==> config.mk <==
export PLATFORM = sky130hd
export DESIGN_NAME = bank_queue_ctrl
export DESIGN_NICKNAME = d
export VERILOG_FILES = /design/src/rtl/bank_pkg.sv /design/src/rtl/wait_divider.sv /design/src/rtl/bank_queue_ctrl.sv
export SDC_FILE = /design/constraint.sdc
export NUM_CORES = 1
export LEC_CHECK = 0
export ABC_CLOCK_PERIOD_IN_PS = 6900
export CORE_ASPECT_RATIO = 0.5
export CORE_MARGIN = 8
export CORE_UTILIZATION = 40
export CTS_BUF_LIST = sky130_fd_sc_hd__clkbuf_8
export CTS_CLUSTER_DIAMETER = 40
export DETAILED_ROUTE_END_ITERATION = 16
export RECOVER_POWER = 100
export SYNTH_ARGS = -nofsm -noshare
export SYNTH_HDL_FRONTEND = slang
export SYNTH_HIERARCHICAL = 1
export SYNTH_SLANG_ARGS = --single-unit
==> constraint.sdc <==
create_clock -name clock -period 6.9 [get_ports clock]
set_clock_uncertainty 0.1 [all_clocks]
set_input_delay 1.38 -clock clock [delete_from_list [all_inputs] [get_ports clock]]
set_output_delay 1.38 -clock clock [all_outputs]
set_load 0.02 [all_outputs]
==> src/rtl/bank_pkg.sv <==
// Shared constants, width helper and wait-FSM encoding for the bank queue controller.
package bank_pkg;

    localparam int DEPTH_DEF   = 7;
    localparam int TELLERS_DEF = 3;
    localparam int SERVICE_DEF = 3;

    // Bits needed to hold any value 0..max_val, never less than one.
    function automatic int width_for(input int max_val);
        if (max_val < 2) return 1;
        return $clog2(max_val + 1);
    endfunction

    typedef enum logic {
        IDLE = 1'b0,
        BUSY = 1'b1
    } wait_state_t;

endpackage

==> src/rtl/wait_divider.sv <==
// Restoring unsigned divider: one quotient bit per cycle, WW cycles per result.
// The first bit is resolved on the start cycle straight from the input operands,
// so done pulses WW-1 cycles after start and the quotient is stable from then on.
module wait_divider
    import bank_pkg::*;
#(
    parameter int WW = 5,
    parameter int TW = 2
) (
    input  logic          clock,
    input  logic          reset,
    input  logic          start,
    input  logic          abort,
    input  logic [WW-1:0] dividend,
    input  logic [TW-1:0] divisor,
    output logic          busy,
    output logic          done,
    output logic [WW-1:0] quotient
);

    localparam int NW = width_for(WW);

    logic [TW-1:0] rem_q;
    logic [TW-1:0] dsr_q;
    logic [WW-1:0] dvd_q;
    logic [WW-1:0] quo_q;
    logic [NW-1:0] cnt_q;

    logic [TW-1:0] rem_in;
    logic [TW-1:0] dsr_in;
    logic          bit_in;
    logic [TW:0]   trial;
    logic [TW:0]   diff;
    logic          fits;
    logic [TW-1:0] rem_nx;

    // One restoring step; a fresh start bypasses the registers with the new operands.
    always_comb begin
        rem_in = start ? '0 : rem_q;
        dsr_in = start ? divisor : dsr_q;
        bit_in = start ? dividend[WW-1] : dvd_q[WW-1];
        trial  = {rem_in, bit_in};
        diff   = trial - {1'b0, dsr_in};
        fits   = (trial >= {1'b0, dsr_in});
        // Remainder is always below the divisor, so TW bits hold it either way.
        rem_nx = fits ? diff[TW-1:0] : trial[TW-1:0];
    end

    // Iteration control: start wins over abort, abort drops an in-flight division.
    always_ff @(posedge clock) begin
        if (reset) begin
            busy  <= 1'b0;
            done  <= 1'b0;
            cnt_q <= '0;
        end else begin
            done <= 1'b0;
            if (start) begin
                busy  <= (WW > 1);
                done  <= (WW == 1);
                cnt_q <= NW'(WW - 1);
            end else if (abort) begin
                busy <= 1'b0;
            end else if (busy) begin
                cnt_q <= cnt_q - NW'(1);
                if (cnt_q == NW'(1)) begin
                    busy <= 1'b0;
                    done <= 1'b1;
                end
            end
        end
    end

    // Datapath shift registers advance only while a division is live.
    always_ff @(posedge clock) begin
        if (start || (busy && !abort)) begin
            rem_q <= rem_nx;
            dsr_q <= dsr_in;
            dvd_q <= (start ? dividend : dvd_q) << 1;
            quo_q <= ((start ? '0 : quo_q) << 1) | WW'(fits);
        end
    end

    assign quotient = quo_q;

endmodule

==> src/rtl/bank_queue_ctrl.sv <==
// Bank queue controller: photocell synchronisers and edge detectors, saturating
// customer counter with error pulses, and a wait-time FSM around a serial divider.
module bank_queue_ctrl
    import bank_pkg::*;
#(
    parameter int DEPTH        = DEPTH_DEF,
    parameter int MAX_TELLERS  = TELLERS_DEF,
    parameter int SERVICE_TIME = SERVICE_DEF,
    localparam int CW = width_for(DEPTH),
    localparam int TW = width_for(MAX_TELLERS),
    localparam int WW = width_for(SERVICE_TIME * (DEPTH + MAX_TELLERS - 1))
) (
    input  logic          clock,
    input  logic          reset,
    input  logic          phc_in,
    input  logic          phc_out,
    input  logic [TW-1:0] tcount,
    output logic [CW-1:0] pcount,
    output logic [WW-1:0] pwait,
    output logic          pwait_valid,
    output logic          empty_flag,
    output logic          full_flag,
    output logic          overflow_err,
    output logic          underflow_err,
    output logic          no_teller
);

    logic in_sync_p0, in_sync_p1, in_hist_p2;
    logic out_sync_p0, out_sync_p1, out_hist_p2;
    logic in_ev, out_ev;

    // Two-flop synchronisers plus edge history; reset to 1 so a beam held
    // through reset is not mistaken for a new arrival.
    always_ff @(posedge clock) begin
        if (reset) begin
            in_sync_p0  <= 1'b1;
            in_sync_p1  <= 1'b1;
            in_hist_p2  <= 1'b1;
            out_sync_p0 <= 1'b1;
            out_sync_p1 <= 1'b1;
            out_hist_p2 <= 1'b1;
        end else begin
            in_sync_p0  <= phc_in;
            in_sync_p1  <= in_sync_p0;
            in_hist_p2  <= in_sync_p1;
            out_sync_p0 <= phc_out;
            out_sync_p1 <= out_sync_p0;
            out_hist_p2 <= out_sync_p1;
        end
    end

    assign in_ev  = in_sync_p1 & ~in_hist_p2;
    assign out_ev = out_sync_p1 & ~out_hist_p2;

    logic [CW-1:0] pcount_nx;
    logic          ovf_nx, udf_nx;

    // Next count: simultaneous entry and exit cancel with no error at any fill level.
    always_comb begin
        pcount_nx = pcount;
        ovf_nx    = 1'b0;
        udf_nx    = 1'b0;
        case ({in_ev, out_ev})
            2'b10: begin
                if (pcount < CW'(DEPTH)) pcount_nx = pcount + CW'(1);
                else                     ovf_nx    = 1'b1;
            end
            2'b01: begin
                if (pcount != '0) pcount_nx = pcount - CW'(1);
                else              udf_nx    = 1'b1;
            end
            default: ;
        endcase
    end

    // Counter, flags and error pulses all register together.
    always_ff @(posedge clock) begin
        if (reset) begin
            pcount        <= '0;
            empty_flag    <= 1'b1;
            full_flag     <= 1'b0;
            overflow_err  <= 1'b0;
            underflow_err <= 1'b0;
        end else begin
            pcount        <= pcount_nx;
            empty_flag    <= (pcount_nx == '0);
            full_flag     <= (pcount_nx == CW'(DEPTH));
            overflow_err  <= ovf_nx;
            underflow_err <= udf_nx;
        end
    end

    logic [TW-1:0] teff;
    logic [WW-1:0] dividend;
    logic          changed, zero_case;
    logic          div_start, div_abort, div_busy, div_done;
    logic [WW-1:0] div_quotient;
    wait_state_t   state;
    logic [CW-1:0] last_p;
    logic [TW-1:0] last_t;

    assign teff      = (tcount > TW'(MAX_TELLERS)) ? TW'(MAX_TELLERS) : tcount;
    assign no_teller = (teff == '0);
    // Rounded-up share per teller: S*(p+t-1)/t; only used when p and t are non-zero.
    assign dividend  = WW'(SERVICE_TIME) * (WW'(pcount) + WW'(teff) - WW'(1));
    assign changed   = (pcount != last_p) || (teff != last_t);
    assign zero_case = (pcount == '0) || no_teller;
    assign div_start = changed && !zero_case;
    assign div_abort = div_busy && changed && zero_case;

    wait_divider #(
        .WW (WW),
        .TW (TW)
    ) u_div (
        .clock    (clock),
        .reset    (reset),
        .start    (div_start),
        .abort    (div_abort),
        .dividend (dividend),
        .divisor  (teff),
        .busy     (div_busy),
        .done     (div_done),
        .quotient (div_quotient)
    );

    // Wait FSM: any operand change restarts the division at once; the old
    // estimate is held with valid low until a result for current operands lands.
    always_ff @(posedge clock) begin
        if (reset) begin
            state       <= IDLE;
            pwait       <= '0;
            pwait_valid <= 1'b1;
            last_p      <= '0;
            last_t      <= '0;
        end else begin
            case (state)
                IDLE: begin
                    if (changed) begin
                        last_p <= pcount;
                        last_t <= teff;
                        if (zero_case) begin
                            pwait       <= '0;
                            pwait_valid <= 1'b1;
                        end else begin
                            pwait_valid <= 1'b0;
                            state       <= BUSY;
                        end
                    end
                end
                BUSY: begin
                    if (changed) begin
                        last_p <= pcount;
                        last_t <= teff;
                        if (zero_case) begin
                            pwait       <= '0;
                            pwait_valid <= 1'b1;
                            state       <= IDLE;
                        end
                    end else if (div_done) begin
                        pwait       <= div_quotient;
                        pwait_valid <= 1'b1;
                        state       <= IDLE;
                    end
                end
                default: state <= IDLE;
            endcase
        end
    end

endmodule

# Yosys cells after proc, flatten, opt, wreduce, memory -nomap -nowiden
# Cells that the tools add are included.
word_totals:
  ff_bits: 43
  inputBits: 6
  output_inout_bits: 14
  elab_cells: 115
op_classes:
  addsub: 6
  n_mul: 1
  order_cmp: 3
  n_eq_ne: 10
  muxes: 38
  bitwise: 10
  n_reduce_logical: 22
op_table:
  columns: ["cell", "n"]
  rows:
  - ["$mux W5", 4]
  - ["$mux W3", 6]
  - ["$mux W1", 17]
  - ["$mux W2", 5]
  - ["$pmux W5 S2", 1]
  - ["$mux W4", 2]
  - ["$not A1 Y1", 7]
  - ["$logic_not A3 Y1", 2]
  - ["$pmux W3 S2", 1]
  - ["$reduce_and A2 Y1", 3]
  - ["$reduce_or A2 Y1", 3]
  - ["$sub A3 B1 Y3 const B", 2]
  - ["$mul A2 B5 Y5 const A", 1]
  - ["$or A5 B1 Y5", 1]
  - ["$sub A4 B1 Y5 const B", 1]
  - ["$add A3 B2 Y4", 1]
  - ["$logic_and A1 B1 Y1", 4]
  - ["$pmux W1 S2", 2]
  - ["$reduce_or A4 Y1", 1]
  - ["$add A3 B1 Y3 const B", 1]
  - ["$eq A3 B1 Y1 const B", 1]
  - ["$eq A3 B3 Y1 const B", 1]
  - ["$ge A3 B2 Y1", 1]
  - ["$logic_or A1 B1 Y1", 3]
  - ["17 further kinds", 19]

# Longest topological paths before layout
logic_depth:
  depth_word: 9
  mapped_depth: 15
  ltp_nobuf: 15

# Cells and area by module
# Netlist, hierarchy kept.
modules_own_cells:
  columns: ["module", "n_inst", "cells_each", "area_per_inst_um2", "seq_area_each_um2"]
  rows:
  - ["bank_queue_ctrl", 1, 152, 1388.8, 500.5]
  - ["wait_divider", 1, 62, 843.3, 490.5]

# Worst setup path before layout
# OpenSTA, ideal clock, no wires.
synth_timing:
  path_kind: "input port to flip-flop"
  start: "in tcount[1]"
  end: "reg u_div.rem_q[1], data pin"
  setup_ns: 0.272
  arrival_ns: 4.150
  required_ns: 6.528
  slack_ns: 2.379
  cell_stages: 15
  n_path_buf: 0
  cell_sequence: "inv_1 -> ha_1 -> inv_1 -> ha_1 -> fa_1 -> inv_1 -> ha_1 -> a21o_1 -> a21oi_1 -> xnor2_1 -> mux2i_1 -> ha_1 -> nand2b_1 -> a221oi_4 -> a221oi_1"
synth_via:
  elab_cells_between_ends: 17
  classes_between: "3 x add/sub; 1 x mul; 2 x order compare; 1 x eq/ne; 5 x mux; 5 x reduce/logical"
synth_rtl:
  columns: ["item", "line_no", "rtl"]
  rows:
  - ["start, declared", "bank_queue_ctrl.sv:17", "input logic [TW-1:0] tcount,"]
  - ["$gt A2 B2 Y1", "bank_queue_ctrl.sv:102", "assign teff = (tcount > TW'(MAX_TELLERS)) ? TW'(MAX_TELLERS) : tcount;"]
  - ["$mux W2 (*)", "bank_queue_ctrl.sv:102", null]
  - ["$add A3 B2 Y4 (*)", "bank_queue_ctrl.sv:105", "assign dividend = WW'(SERVICE_TIME) * (WW'(pcount) + WW'(teff) - WW'(1));"]
  - ["$sub A4 B1 Y5 (*)", "bank_queue_ctrl.sv:105", null]
  - ["$mul A2 B5 Y5 (*)", "bank_queue_ctrl.sv:105", null]
  - ["named net dividend[4]", "bank_queue_ctrl.sv:94", "logic [WW-1:0] dividend;"]
  - ["$mux W1 (*)", "wait_divider.sv:41", "bit_in = start ? dividend[WW-1] : dvd_q[WW-1];"]
  - ["$ge A3 B2 Y1 or $sub A2 B2 Y2 (tied branches)", "wait_divider.sv:44, wait_divider.sv:43", null]
  - ["$mux W2 (*)", "wait_divider.sv:46", "rem_nx = fits ? diff[TW-1:0] : trial[TW-1:0];"]
  - ["named net u_div.rem_nx[1]", "wait_divider.sv:35", "logic [TW-1:0] rem_nx;"]
  - ["end signal, assigned", "wait_divider.sv:76", "rem_q <= rem_nx;"]
  - ["end, declared", "wait_divider.sv:23", "logic [TW-1:0] rem_q;"]
# The timed path passes the listed nets; every way through them passes the cells marked *.
# A chain may end at the register's enable or synchronous reset.

# Worst setup path after layout
# Same ends and word-level chain as after synthesis.

==> impl_metrics.env <==
export IMPL_endpoint_kind="flop"
export IMPL_core_area_um2=5440
export IMPL_start_util=0.410
export IMPL_die_area_um2=8370
export IMPL_grt_pass1_wl_um=7100
export IMPL_drv_cap=0
export IMPL_vias=1503
export IMPL_cts_sinks=43
export IMPL_path_cells="dlygate4sd3_1, inv_1, ha_1, inv_1, ha_1, fa_1, inv_1, ha_1, a21o_1, a21oi_1, xnor2_1, mux2i_1, ha_1, nand2b_1, a221oi_1, a221oi_1"
export IMPL_ir_worst_vdd_uv=85.1
export IMPL_avgSynthCellArea_um2=10.4
export IMPL_fmax_mhz=192
export IMPL_gr_usage_met1=0.137
export IMPL_wl_um=4050
export IMPL_synth_edf_count=13
export IMPL_htreeDepth=2
export IMPL_critPathLaunchType="primary input"
export IMPL_grt_use_total=0.107
export IMPL_ys_seq_area_frac=0.444
export IMPL_critPathRequiredTime_ps=6820
export IMPL_met3_usage=0.0325
export IMPL_synth_nets=240
export IMPL_rows=19
export IMPL_clock_path_buffers=2
export IMPL_cts_setup_buffers=0
export IMPL_drv_slew=0
export IMPL_place_gp_congestion=0.771
export IMPL_path_common_cell="ha_1"
export IMPL_async_flop_share=0
export IMPL_drive_gt1_frac=0.0901
export IMPL_drtAntennaViolNets=0
export IMPL_setup_viol=0
export IMPL_synth_area_leaders="dfxtp_1 (27%), edfxtp_1 (17%), ha_1 (9.5%)"
export IMPL_synth_largest_area_cell="dfxtp_1"
export IMPL_synth_most_common_cell="dfxtp_1"
export IMPL_drc=0
export IMPL_final_nets=258
export IMPL_layout_min_cycle_time_ps=5210
export IMPL_synth_area_um2=2230
export IMPL_post_cts_resize_count=0
export IMPL_hold_path_class="reg -> reg"
export IMPL_yosys_warnings=6
export IMPL_num_antenna_cells=0
export IMPL_yosysUniqueCellTypes=44
export IMPL_drt_wirelength_per_cell_um=13.2
export IMPL_vias_per_cell=4.91
export IMPL_cp_max_fo=4
export IMPL_crit_family="adder cells"
export IMPL_firstDrtPassIters=4
export IMPL_total_leakage_power_nw=0.967
export IMPL_slowest_stage="dlygate4sd3_1"
export IMPL_io_buffers=19
export IMPL_drtIter0Drc=63
export IMPL_worst_slew_pin_transition_ps=1090
export IMPL_setup_tns_ps=0
export IMPL_finalCritPeriodShare=0.756
export IMPL_status="completed"
export IMPL_arrival_ps=5140
export IMPL_place_hpwl_um=3000
export IMPL_syn2layout_area_growth_pct=13.5
export IMPL_root_buffer="clkbuf_8"
export IMPL_ys_flop_type="dfxtp_1"
export IMPL_clk_latency_ps=290
export IMPL_holdBufCountCts=0
export IMPL_grt_max_degree=31
export IMPL_num_io_pins=20
export IMPL_path_class="in -> reg"
export IMPL_grtUsageMet2=0.171
export IMPL_finalHoldViolations=0
export IMPL_place_area_um2=2460
export IMPL_cts_buffers=5
export IMPL_netlist_area_leader_share=0.269
export IMPL_cp_num_buf_inv=4
export IMPL_grt_busiest_layer="met2"
export IMPL_synthTopCellsByCount="dfxtp_1 (30), inv_1 (19), nand2_1 (18)"
export IMPL_grt_pass1_vias=1518
export IMPL_design_area_um2=2530
export IMPL_max_slew_margin_rel=0.272
export IMPL_clk_pin_slew_ps=90
export IMPL_dp_cells=298
export IMPL_synthCells=214
export IMPL_cts_tree="built"
export IMPL_rsz0062_at_grt="false"
export IMPL_die_h_um=68.8
export IMPL_die_w_um=122
export IMPL_antenna_found_initial=0
export IMPL_overflow=0
export IMPL_synth_seq_cells=43
export IMPL_stdcell_count=306
export IMPL_p_per_area_nw_per_um2=184
export IMPL_slowest_delay_ps=610
-- worst reg2reg max path, cell delays in order, from the launching register on --
cell and delay (ps):
dfxtp_1 450, inv_1 150, ha_1 290, inv_1 40, ha_1 230, fa_1 490
inv_1 80, ha_1 290, a21o_1 150, a21oi_1 160, xnor2_1 130, mux2i_1 120
ha_1 330, nand2b_1 140, a221oi_1 450, a221oi_1 170
-- layout by cell type (no fill, tap or decap), types with 6 or more instances in the layout --
master         count
dfxtp_1           30
dlygate4sd3_1     16
edfxtp_1          13
nand2_1           18
a21oi_1           10
nor2b_1            9
xnor2_1            8
or2_2              6
inv_1             20
ha_1              17
nor2_1            14
-- state kept, by name (all words and copies together) (netlist names), 2 cells and up --
signal          count
pwait               5
u_div/quotient      5
u_div/dvd_q         4
last_p              3
pcount              3
u_div/cnt_q         3
last_t              2
u_div/dsr_q         2
u_div/rem_q         2
-- logic make-up after synthesis --
group,Yosys count,synth area share
multiplexers,7,0.0336
flip-flops,43,0.444
XOR/XNOR,11,0.0465
buffers and inverters,28,0.0589
AND/OR/NAND/NOR,67,0.159
adder cells (fa/ha/maj),20,0.122
AO/OA/AOI/OAI,38,0.136
-- final timing paths --
check | startpoint | endpoint | slack (ps) | cells after the start
worst min register to register | out_sync_p0 | out_sync_p1 | 320 | 1
worst max-delay path | tcount[1] | u_div/rem_q[1] | 1690 | 16
worst min-delay path | out_sync_p0 | out_sync_p1 | 320 | 1
worst max register to register | pcount[1] | u_div/rem_q[1] | 2850 | 15
-- power breakdown --
group / total, mW / internal, mW / switching, mW
sequential: 0.263 / 0.262 / 0.00129
combinational: 0.0388 / 0.0158 / 0.0230
clock: 0.164 / 0.0724 / 0.0917
total: 0.466 / 0.350 / 0.116
-- area by class of cell --
class	count	area, um^2
well taps	73	91.3
multi-input cells	143	1090
clock buffers	5	68.8
clock inverters	3	25.0
fillers	506	2910
inverters	20	75.1
flip-flops and latches	43	991
repair buffers	19	190
-- per-stage QoR --
stage / utilization / hold slack [ps] / setup slack, ps / total power [mW]
after floorplan: - / 289 / 2380 / 0.298
after CTS: 0.469 / 319 / 1880 / 0.474
after global routing: 0.465 / 332 / 1390 / 0.493
final: 0.465 / 316 / 1690 / 0.466
after detailed placement: 0.451 / 293 / 1570 / 0.309
after global placement: 0.451 / 294 / 1670 / 0.308
-- per-layer routing --
| metal | part of all wire | up-vias |
|---|---|---|
| met5 | 0 | - |
| met2 | 0.45 | 20 |
| li1 | - | 767 |
| met3 | 0.042 | 2 |
| met1 | 0.50 | 714 |
| met4 | 0.0084 | 0 |
Note: power is estimated with default switching activity, not from simulation.
